--- src/rtl/serial_pkg.sv ---
// Shared types and defaults for the serial feeder and the pattern detector bench.
package serial_pkg;

    typedef enum logic {
        IDLE  = 1'b0,
        SHIFT = 1'b1
    } feeder_state_t;

    localparam int   DEFAULT_WIDTH    = 8;
    localparam logic DEFAULT_IDLE_BIT = 1'b0;

endpackage

--- src/rtl/word_hold_buf.sv ---
// One-entry holding register that parks the next word while the current one shifts out.
module word_hold_buf #(
    parameter int WIDTH = 8
) (
    input  logic             clk,
    input  logic             rst,
    input  logic             i_load,
    input  logic [WIDTH-1:0] i_word,
    input  logic             i_take,
    output logic             o_full,
    output logic [WIDTH-1:0] o_word
);

    logic             r_full;
    logic [WIDTH-1:0] r_word;

    // Load and take never coincide: take needs the buffer full, which blocks any accept.
    always_ff @(posedge clk) begin
        if (rst) begin
            r_full <= 1'b0;
            r_word <= '0;
        end else if (i_load) begin
            r_full <= 1'b1;
            r_word <= i_word;
        end else if (i_take) begin
            r_full <= 1'b0;
        end
    end

    assign o_full = r_full;
    assign o_word = r_word;

endmodule

--- src/rtl/serial_bit_feeder.sv ---
// Parallel-to-serial feeder: one word in over valid/ready, one bit per clock out, with
// a holding buffer so consecutive words stream without a gap.
module serial_bit_feeder
    import serial_pkg::*;
#(
    parameter int   WIDTH     = DEFAULT_WIDTH,
    parameter bit   MSB_FIRST = 1'b1,
    parameter logic IDLE_BIT  = DEFAULT_IDLE_BIT
) (
    input  logic             clk,
    input  logic             rst,
    input  logic [WIDTH-1:0] data_in,
    input  logic             data_valid,
    output logic             data_ready,
    output logic             out,
    output logic             out_valid,
    output logic             word_done,
    output feeder_state_t    o_dbg_state
);

    localparam int            CW       = $clog2(WIDTH);
    localparam logic [CW-1:0] LAST_CNT = CW'(WIDTH - 1);

    feeder_state_t    r_state, w_state_n;
    logic [WIDTH-1:0] r_shift, w_shift_n, w_shift_adv;
    logic [CW-1:0]    r_cnt, w_cnt_n;

    logic             w_accept, w_last, w_load, w_take, w_hold_full;
    logic [WIDTH-1:0] w_hold_word;

    // Handshake: a word transfers on a rising edge where data_valid && data_ready.
    // data_ready depends only on the hold flag and rst, never on data_valid.
    assign data_ready = !w_hold_full && !rst;
    assign w_accept   = data_valid && data_ready;
    assign w_last     = (r_state == SHIFT) && (r_cnt == LAST_CNT);

    // A word accepted mid-shift parks; one accepted on the last bit goes straight to the shifter.
    assign w_load = w_accept && (r_state == SHIFT) && !w_last;
    assign w_take = w_last && w_hold_full;

    word_hold_buf #(.WIDTH(WIDTH)) u_hold (
        .clk    (clk),
        .rst    (rst),
        .i_load (w_load),
        .i_word (data_in),
        .i_take (w_take),
        .o_full (w_hold_full),
        .o_word (w_hold_word)
    );

    assign w_shift_adv = MSB_FIRST ? {r_shift[WIDTH-2:0], 1'b0}
                                   : {1'b0, r_shift[WIDTH-1:1]};

    always_ff @(posedge clk) begin
        if (rst) begin
            r_state <= IDLE;
            r_shift <= '0;
            r_cnt   <= '0;
        end else begin
            r_state <= w_state_n;
            r_shift <= w_shift_n;
            r_cnt   <= w_cnt_n;
        end
    end

    always_comb begin
        w_state_n = r_state;
        w_shift_n = r_shift;
        w_cnt_n   = r_cnt;
        case (r_state)
            IDLE: begin
                if (w_accept) begin
                    w_state_n = SHIFT;
                    w_shift_n = data_in;
                    w_cnt_n   = '0;
                end
            end
            SHIFT: begin
                if (!w_last) begin
                    w_shift_n = w_shift_adv;
                    w_cnt_n   = r_cnt + 1'b1;
                end else if (w_hold_full) begin
                    w_shift_n = w_hold_word;
                    w_cnt_n   = '0;
                end else if (w_accept) begin
                    w_shift_n = data_in;
                    w_cnt_n   = '0;
                end else begin
                    w_state_n = IDLE;
                    w_shift_n = '0;
                    w_cnt_n   = '0;
                end
            end
            default: w_state_n = IDLE;
        endcase
    end

    assign out_valid   = (r_state == SHIFT);
    assign out         = out_valid ? (MSB_FIRST ? r_shift[WIDTH-1] : r_shift[0]) : IDLE_BIT;
    assign word_done   = w_last;
    assign o_dbg_state = r_state;

endmodule

--- config.mk ---
export PLATFORM = sky130hd
export DESIGN_NAME = serial_bit_feeder
export DESIGN_NICKNAME = d
export VERILOG_FILES = /design/src/rtl/serial_pkg.sv /design/src/rtl/word_hold_buf.sv /design/src/rtl/serial_bit_feeder.sv
export SDC_FILE = /design/constraint.sdc
export NUM_CORES = 1
export LEC_CHECK = 0
export BUFFER_PORTS_ARGS = -buffer_cell sky130_fd_sc_hd__buf_2
export CAP_MARGIN = 20
export CORE_UTILIZATION = 26
export CTS_CLUSTER_DIAMETER = 120
export CTS_CLUSTER_SIZE = 25
export DETAILED_ROUTE_END_ITERATION = 16
export PLACE_DENSITY = 0.42
export SYNTH_ARGS = -nofsm -noshare
export SYNTH_HDL_FRONTEND = slang
export SYNTH_SLANG_ARGS = --single-unit
--- constraint.sdc ---
create_clock -name clk -period 1.4 [get_ports clk]
set_input_delay 0.21 -clock clk [delete_from_list [all_inputs] [get_ports clk]]
set_output_delay 0.21 -clock clk [all_outputs]
set_load 0.05 [all_outputs]
==> results.ini, run 1 <==
[status]
status=finished with violations
failed_checks=negative setup slack

[sta]
fin_skew_ns=0.005343
slew_headroom_pct=71.38
layout_setup_ws_ns=-0.1192
rsz0062_at_grt=yes
setup_viol_count_final=5
holdWs_ns=0.2020
worst_pin_slew_ns=0.4277
period_minus_slack_ns=1.519
fmax_ghz=0.6582
hold_violations=0
fin_crit_sh_pct=108.5
report.final.slew_viol_count=0

[routing]
drc=0
drtIter0Drc=19
ant_nets=0
drt-total-wl_um=2660
num_vias=957
first_pass_iters=4
post_drt_wl_per_cell_um=13.85
via_per_inst=4.984

[placement]
port_buffers=15
dpl.hpwl_um=1865
place_congestion=0.7279
dp_cells=186
placed_cell_area_um2=1260
pre_cts_ws_ns=-0.1387

[logic_synthesis]
yosysWarningCount=0
synth_edf_count=0
syn_area_um2=1097
synth_flop_cell=dfxtp_1
synth_cell_type_count=27
ys_seq_elements=21
synth_async_sr_flop_share_pct=0
ys_seq_area_share_pct=38.31
syn-num-nets=135
synthCells=122
syn_avg_cell_area_um2=8.994

[pwr]
p_per_area_nw_per_um2=946.6
leakage_uw=0.0005356
power_uw=1323
peakVddDrop_uv=337.1

[cells_and_area]
fin_cells=192
final_layout_size_suffix_gt1_share_pct=42.96
fin_nets=156
syn2layout_area_growth_pct=27.37
num-fill-cells=438
final_cell_area_um2=1398
diodes=0

[global_routing]
antenna_found_initial=0
grt_first_pass_wirelength_um=4485
grtUsageTotal_pct=13.43
grt_pass1_vias=1039
grt_start_max_net_pins=18
grtUsageMet2_pct=23.23
grt_overflow_total=0
busiest_layer=met2
use_met1_pct=15.59
use_met3_pct=2.226

[hold_path]
holdPathStages=2
min_from=rst
hold_class=in -> reg
min_to=u_hold.o_full

[setup_path]
r2r_slack_ns=-0.05
worstSetupEndpointType=primary output
worstPathArrival_ns=1.31
cp.required_ns=1.19
r2r-end=r_cnt[0]
cp_max_fo=4
start_kind=register
rr_startpoint=r_cnt[0]
critPathKind=reg -> out
ff2ff_path_depth=5

[clocking]
htree_num_levels=1
postCtsHoldBufs=0
insertion_delay_ns=0.26
clock-root-buffer=clkbuf_8
cts_buffers=3
cts_buffer_depth=2
tritoncts=yes
path_clk_slew_ns=0.08
clkSinkCount=21

[floorplan]
die_area_um2=4484
fp.dieW_um=66.97
io_pins=16
rows=23
coreArea_um2=4029
die_h_um=66.97
initial_core_util_pct=27.24

[flow_run]
cap_violations=0

==> layout by cell type (no fill, tap or decap), types with 2 or more instances in the layout <==
master	n
dfxtp_1	18
buf_6	2
and2_4	2
a22oi_2	2
nand3_1	14
ha_4	2
o21ai_1	8
buf_2	13
a21oi_1	11
o31ai_2	7
clkbuf_8	3
dfxtp_2	2
buf_4	12
a22oi_1	6
nand2b_1	3
nor2_1	9
a21bo_2	7
nand2_1	2
nand3b_1	2
==> sequential cells by signal, summed over array words and instances, names as in the netlist <==
name and count:
r_cnt 3, u_hold.o_word 8, u_hold.o_full 1, o_dbg_state 1, r_shift 8
==> critical path, cell delays in order (launching register included) <==
cell and delay [ns]:
dfxtp_2 0.34, ha_4 0.16, ha_4 0.16, buf_6 0.11
and2_4 0.13, buf_8 0.14
==> report_power, final <==
part	internal (uW)	switching, uW
registers	633	31.2
logic	107	155
clock network	198	199
==> worst max-delay path by stage <==
stage	from	end	slack [ns]	cells after the start
2_1_floorplan	u_hold.o_full	data_ready	0.02	2
3_3_place_gp	r_cnt[0]	r_shift[5]	-0.07	5
5_1_grt	r_cnt[0]	word_done	-0.16	5
6_report	r_cnt[0]	word_done	-0.12	5
4_1_cts	r_cnt[1]	word_done	-0.12	5
3_5_place_dp	r_cnt[0]	r_cnt[0]	-0.14	5
==> metal layers <==
layer	vias up	wire length (um)
met5	-	0
met4	0	20
met3	2	66
met2	11	1311
met1	462	1261
li1	482	-
==> cells by family after synthesis <==
kind of cell	share of synthesized area [%]
AOI/OAI and AO/OA	30.79
and+or+nand+nor	19.73
DFF	38.31
buffers and inverters	7.980
adders and majority gates	2.280
muxes	0.9122
==> area by class of cell <==
class                           count  area, um^2  share of cell area, %
Clock buffer                        3       41.29                  2.954
Clock inverter                      1       5.005                 0.3581
Inverter                            1       3.754                 0.2686
Multi-Input combinational cell     87       645.6                  46.20
Sequential cell                    21       426.7                  30.53
Tap cell                           50       62.56                  4.476
Timing Repair Buffer               29       212.7                  15.22
==> cells in the mapped netlist (3+ instances only) <==
cell type	n	area share, %
o31ai_2	7	8.0
dfxtp_1	21	38
clkbuf_1	4	1.4
a21bo_2	7	6.4
o21ai_1	8	3.6
nor2_1	9	3.1
a22oi_1	8	5.5
a21oi_1	12	5.5
buf_6	3	3.1
buf_2	4	1.8
nand3_1	15	6.8
nand2b_1	3	1.7
==> repair_timing <==
action / 4_1_cts / 5_1_grt
pin swaps: 5 / 2
setup endpoints to repair: 23 / 19
buffers inserted: 3 / 0
endpoints found under the hold margin: 0 / 0
gates resized for setup: 14 / 5
==> stage by stage <==
step                      utilization, %  TNS (ns)
after floorplan                        -         0
after global placement             31.27   -0.7583
after global routing               34.69   -0.7830
after detailed placement           31.27    -1.650
after CTS                          34.29   -0.6258
final                              34.69   -0.1999
Power figures use the tool's default switching activity.
==> run 2: changes to the inputs <==
- CORE_MARGIN: not set -> 1.5
- CORE_UTILIZATION: 26 -> 52
- CTS_BUF_LIST: not set -> sky130_fd_sc_hd__clkbuf_4 sky130_fd_sc_hd__clkbuf_8
- PLACE_DENSITY: 0.42 -> 0.75
==> results.ini, run 2 (same netlist as run 1, synthesis figures left out) <==
[status]
status=finished with violations
failed_checks=negative setup slack

[setup_path]
critical_path.max_stage_delay_ns=0.35
cpMostUsedCell=ha_4
worstSetupEndpointType=primary output
critPathKind=reg -> out
crit_chain=ha_4 > ha_4 > and2_4 > buf_8
cp_max_fo=5
worstPathArrival_ns=1.27
cp_top_family=flip-flops
start_kind=register
cp_slowest_cell=dfxtp_2
path_buf_inv=1
cp.required_ns=1.19

[pwr]
p_per_area_nw_per_um2=910.3
leakage_uw=0.0005225
peakVddDrop_uv=532.1

[sta]
fin_crit_sh_pct=105.5
hold_violations=0
fmax_ghz=0.6770
holdWs_ns=0.1381
setup_viol_count_final=4
layout_setup_ws_ns=-0.07713
fin_skew_ns=0.003242
worst_pin_slew_ns=0.4009
period_minus_slack_ns=1.477
slew_headroom_pct=73.17
rsz0062_at_grt=yes
report.final.slew_viol_count=0
fin_setup_tns_ns=-0.1562

[floorplan]
die_h_um=48.94
initial_core_util_pct=55.37
fp.dieW_um=48.94
die_area_um2=2395
rows=16
io_pins=16
coreArea_um2=1982

[cells_and_area]
final_cell_mix=dfxtp_1 (17), nand3_1 (15), buf_2 (14)
layout_commonest_cell=dfxtp_1
final_cell_area_um2=1363
area.sequential_um2=430.4
multi_input_area_um2=661.9
num-fill-cells=145
diodes=0
final_layout_size_suffix_gt1_share_pct=46.10
syn2layout_area_growth_pct=24.17
fin_nets=155

[clocking]
tritoncts=yes
path_clk_slew_ns=0.11
htree_num_levels=1
clkSinkCount=21
cts_buffer_depth=2
cts_buffers=3
insertion_delay_ns=0.30
clock-root-buffer=clkbuf_4

[routing]
drc=0
post_drt_wl_per_cell_um=15.17
ant_nets=0
num_vias=981
first_pass_iters=4
drtIter0Drc=16
via_per_inst=5.839
drt-total-wl_um=2549

[placement]
port_buffers=15
pre_cts_ws_ns=-0.1622
place_congestion=0.8220
dpl.hpwl_um=1677
placed_cell_area_um2=1209

[global_routing]
grt_pass1_vias=972
grt_overflow_total=0
grtUsageTotal_pct=22.47
grt_first_pass_wirelength_um=4236
grt_start_max_net_pins=18
antenna_found_initial=0

[hold_path]
hold_class=in -> reg

[flow_run]
cap_violations=0

[run 2: cell count changes in the layout (fill, tap and decap cells not counted), sizes merged]
cell / delta
clkinv: -1
buf: -1
clkbuf: +1
[run 2: final timing paths]
kind                    start               end  slack, ns  depth (start not counted)
max                  r_cnt[1]         word_done      -0.08                          4
min                       rst       o_dbg_state       0.14                          2
max reg2reg          r_cnt[1]        r_shift[6]      -0.04                          6
min reg2reg  u_hold.o_word[2]  u_hold.o_word[2]       0.49                          2
[run 2: power by group]
part | internal [uW] | switching [uW]
registers | 633 | 28.6
logic | 110 | 161
clock network | 131 | 178
total | 873 | 367
[run 2: layer usage]
layer | part of all wire (%) | global-route usage (%)
met1 | 45 | 28.74
met2 | 52 | 39.04
met3 | 2.0 | 1.840
met4 | 1.6 | 9.048
met5 | 0 | 0
[run 2: through the flow]
stage          std cells  util [%]  total power [uW]
6_report             168     68.75              1240
5_1_grt              168     68.75              1303
4_1_cts              167     65.72              1228
3_5_place_dp         160     60.98             916.9
3_3_place_gp         160     60.98             910.1
2_1_floorplan        122         -             851.8
[run 2: cell type report]
class,count,area share [%]
inverter,1,0.2755
timing repair buffer,28,14.88
tap,27,2.479
multi-input combinational,87,48.58
clock buffer,4,2.204
sequential,21,31.59
[run 2: what timing repair did]
item / CTS / global route
resized for setup: 12 / 13
buffers inserted: 3 / 1
cloned: 0 / 0
pin swaps: 1 / 3
hold buffers: 0 / 0
endpoints found under the setup margin: 23 / 20
[run 2: worst reg2reg max path: stages, from the launching register on]
cell and delay (ns):
dfxtp_2 0.37, ha_4 0.14, ha_4 0.15, buf_4 0.14, a21bo_2 0.21, a22oi_1 0.24, o31ai_2 0.10
==> run 3: changes to the inputs <==
- CORE_UTILIZATION: 52 -> 45
- PLACE_DENSITY: 0.75 -> 0.66
==> results.ini, run 3 (same netlist as run 1, synthesis figures left out) <==
[routing]
ant_nets=0
post_drt_wl_per_cell_um=14.99
drt-total-wl_um=2564
via_per_inst=5.807
drtIter0Drc=24
num_vias=993
drc=0
first_pass_iters=4

[placement]
port_buffers=15
pre_cts_ws_ns=-0.1020
dpl.hpwl_um=1690
place_congestion=0.8304

[global_routing]
antenna_found_initial=0
grt_overflow_total=0
grt_first_pass_wirelength_um=4340
grtUsageTotal_pct=21.84
grt_pass1_vias=956
grt_start_max_net_pins=18

[sta]
report.final.slew_viol_count=0
layout_setup_ws_ns=-0.1790
worst_pin_slew_ns=0.4167
fin_setup_tns_ns=-1.691
fin_skew_ns=0.008617
fin_crit_sh_pct=112.8
rsz0062_at_grt=yes
slew_headroom_pct=72.12
hold_violations=0
period_minus_slack_ns=1.579
holdWs_ns=0.1546
setup_viol_count_final=19
fmax_ghz=0.6333

[flow_run]
cap_violations=0

[clocking]
clock-root-buffer=clkbuf_4
insertion_delay_ns=0.32
cts_buffer_depth=2
postCtsHoldBufs=0
tritoncts=yes
clkSinkCount=21
cts_buffers=3
path_clk_slew_ns=0.12
htree_num_levels=1

[floorplan]
initial_core_util_pct=48.67
die_h_um=52.38
coreArea_um2=2255
rows=17
fp.dieW_um=52.38
die_area_um2=2744
io_pins=16

[cells_and_area]
final_cell_mix=dfxtp_1 (17), nand3_1 (15), buf_2 (12), buf_4 (12), a21oi_1 (11)
layout_commonest_cell=dfxtp_1
final_layout_size_suffix_gt1_share_pct=44.06
diodes=0
fin_nets=157
syn2layout_area_growth_pct=24.06
num-fill-cells=218

[setup_path]
worstPathArrival_ns=1.37
cp.required_ns=1.19
cp_top_family=flip-flops
cp_slowest_cell=dfxtp_2
cp_max_fo=2
start_kind=register
worstSetupEndpointType=primary output
critical_path.max_stage_delay_ns=0.36
path_buf_inv=2
crit_chain=ha_4 > ha_4 > buf_6 > and2_4 > buf_8
critPathKind=reg -> out
cpMostUsedCell=ha_4

[status]
status=finished with violations
failed_checks=negative setup slack

[hold_path]
hold_class=in -> reg

[pwr]
p_clk_share_pct=25.9
p_per_area_nw_per_um2=919.0
switching_share_pct=30.27
leakage_uw=0.0005319
p_seq_share_pct=52.9
power_frac_comb_pct=21.2
power_switching_uw=378.7
p_int_uw=872.4
peakVddDrop_uv=654.6

==> run 3: timing repair <==
| action | 4_1_cts | 5_1_grt |
|---|---|---|
| gates resized for setup | 16 | 5 |
| endpoints found under the setup margin | 23 | 21 |
| setup buffers | 4 | 0 |
| pin swaps | 5 | 0 |
==> run 3: per-layer routing <==
| metal | vias to the layer above | global-route usage [%] | wire, um |
|---|---|---|---|
| met4 | 0 | 9.402 | 42 |
| met5 | - | 0 | 0 |
| met2 | 18 | 36.46 | 1320 |
| li1 | 481 | - | - |
| met1 | 489 | 27.43 | 1125 |
| met3 | 5 | 3.714 | 75 |
==> run 3: through the flow <==
step                std cells  util [%]  cell area [um^2]  total power (uW)
floorplan                 122         -              1106             851.8
global placement          163     54.33              1225             911.3
detailed placement        163     54.33              1225             917.9
CTS                       171     59.77              1348              1239
global route              171     60.38              1361              1307
finish                    171     60.38              1361              1251
==> run 3: worst paths after layout <==
kind / slack (ns) / startpoint / endpoint / depth (start not counted)
min: 0.15 / data_in[4] / u_hold.o_word[4] / 3
min reg2reg: 0.49 / r_shift[7] / r_shift[7] / 2
max reg2reg: -0.12 / r_cnt[1] / u_hold.o_word[6] / 6
max: -0.18 / r_cnt[1] / word_done / 5
==> run 3: power by group through the flow <==
| stage | clock network [uW] | logic, uW | registers [uW] |
|---|---|---|---|
| after floorplan | 0 | 181 | 671 |
| after global placement | 0 | 235 | 676 |
| after detailed placement | 0 | 240 | 678 |
| after CTS | 318 | 259 | 662 |
| after global routing | 351 | 289 | 667 |
| final | 324 | 265 | 662 |
==> run 3: tightest hold or removal path, stage by stage <==
cell     delay, ns
buf_2         0.11
nand3_1       0.06
a21oi_1       0.05
==> run 3: final cells by class <==
cell class              instances  area, um^2  area share (%)
well taps                      28       35.03           2.574
clock buffers                   4       30.03           2.206
repair buffers                 30       226.5           16.64
multi-input cells              87       638.1           46.87
inverters                       1       3.754          0.2757
flip-flops and latches         21       427.9           31.43
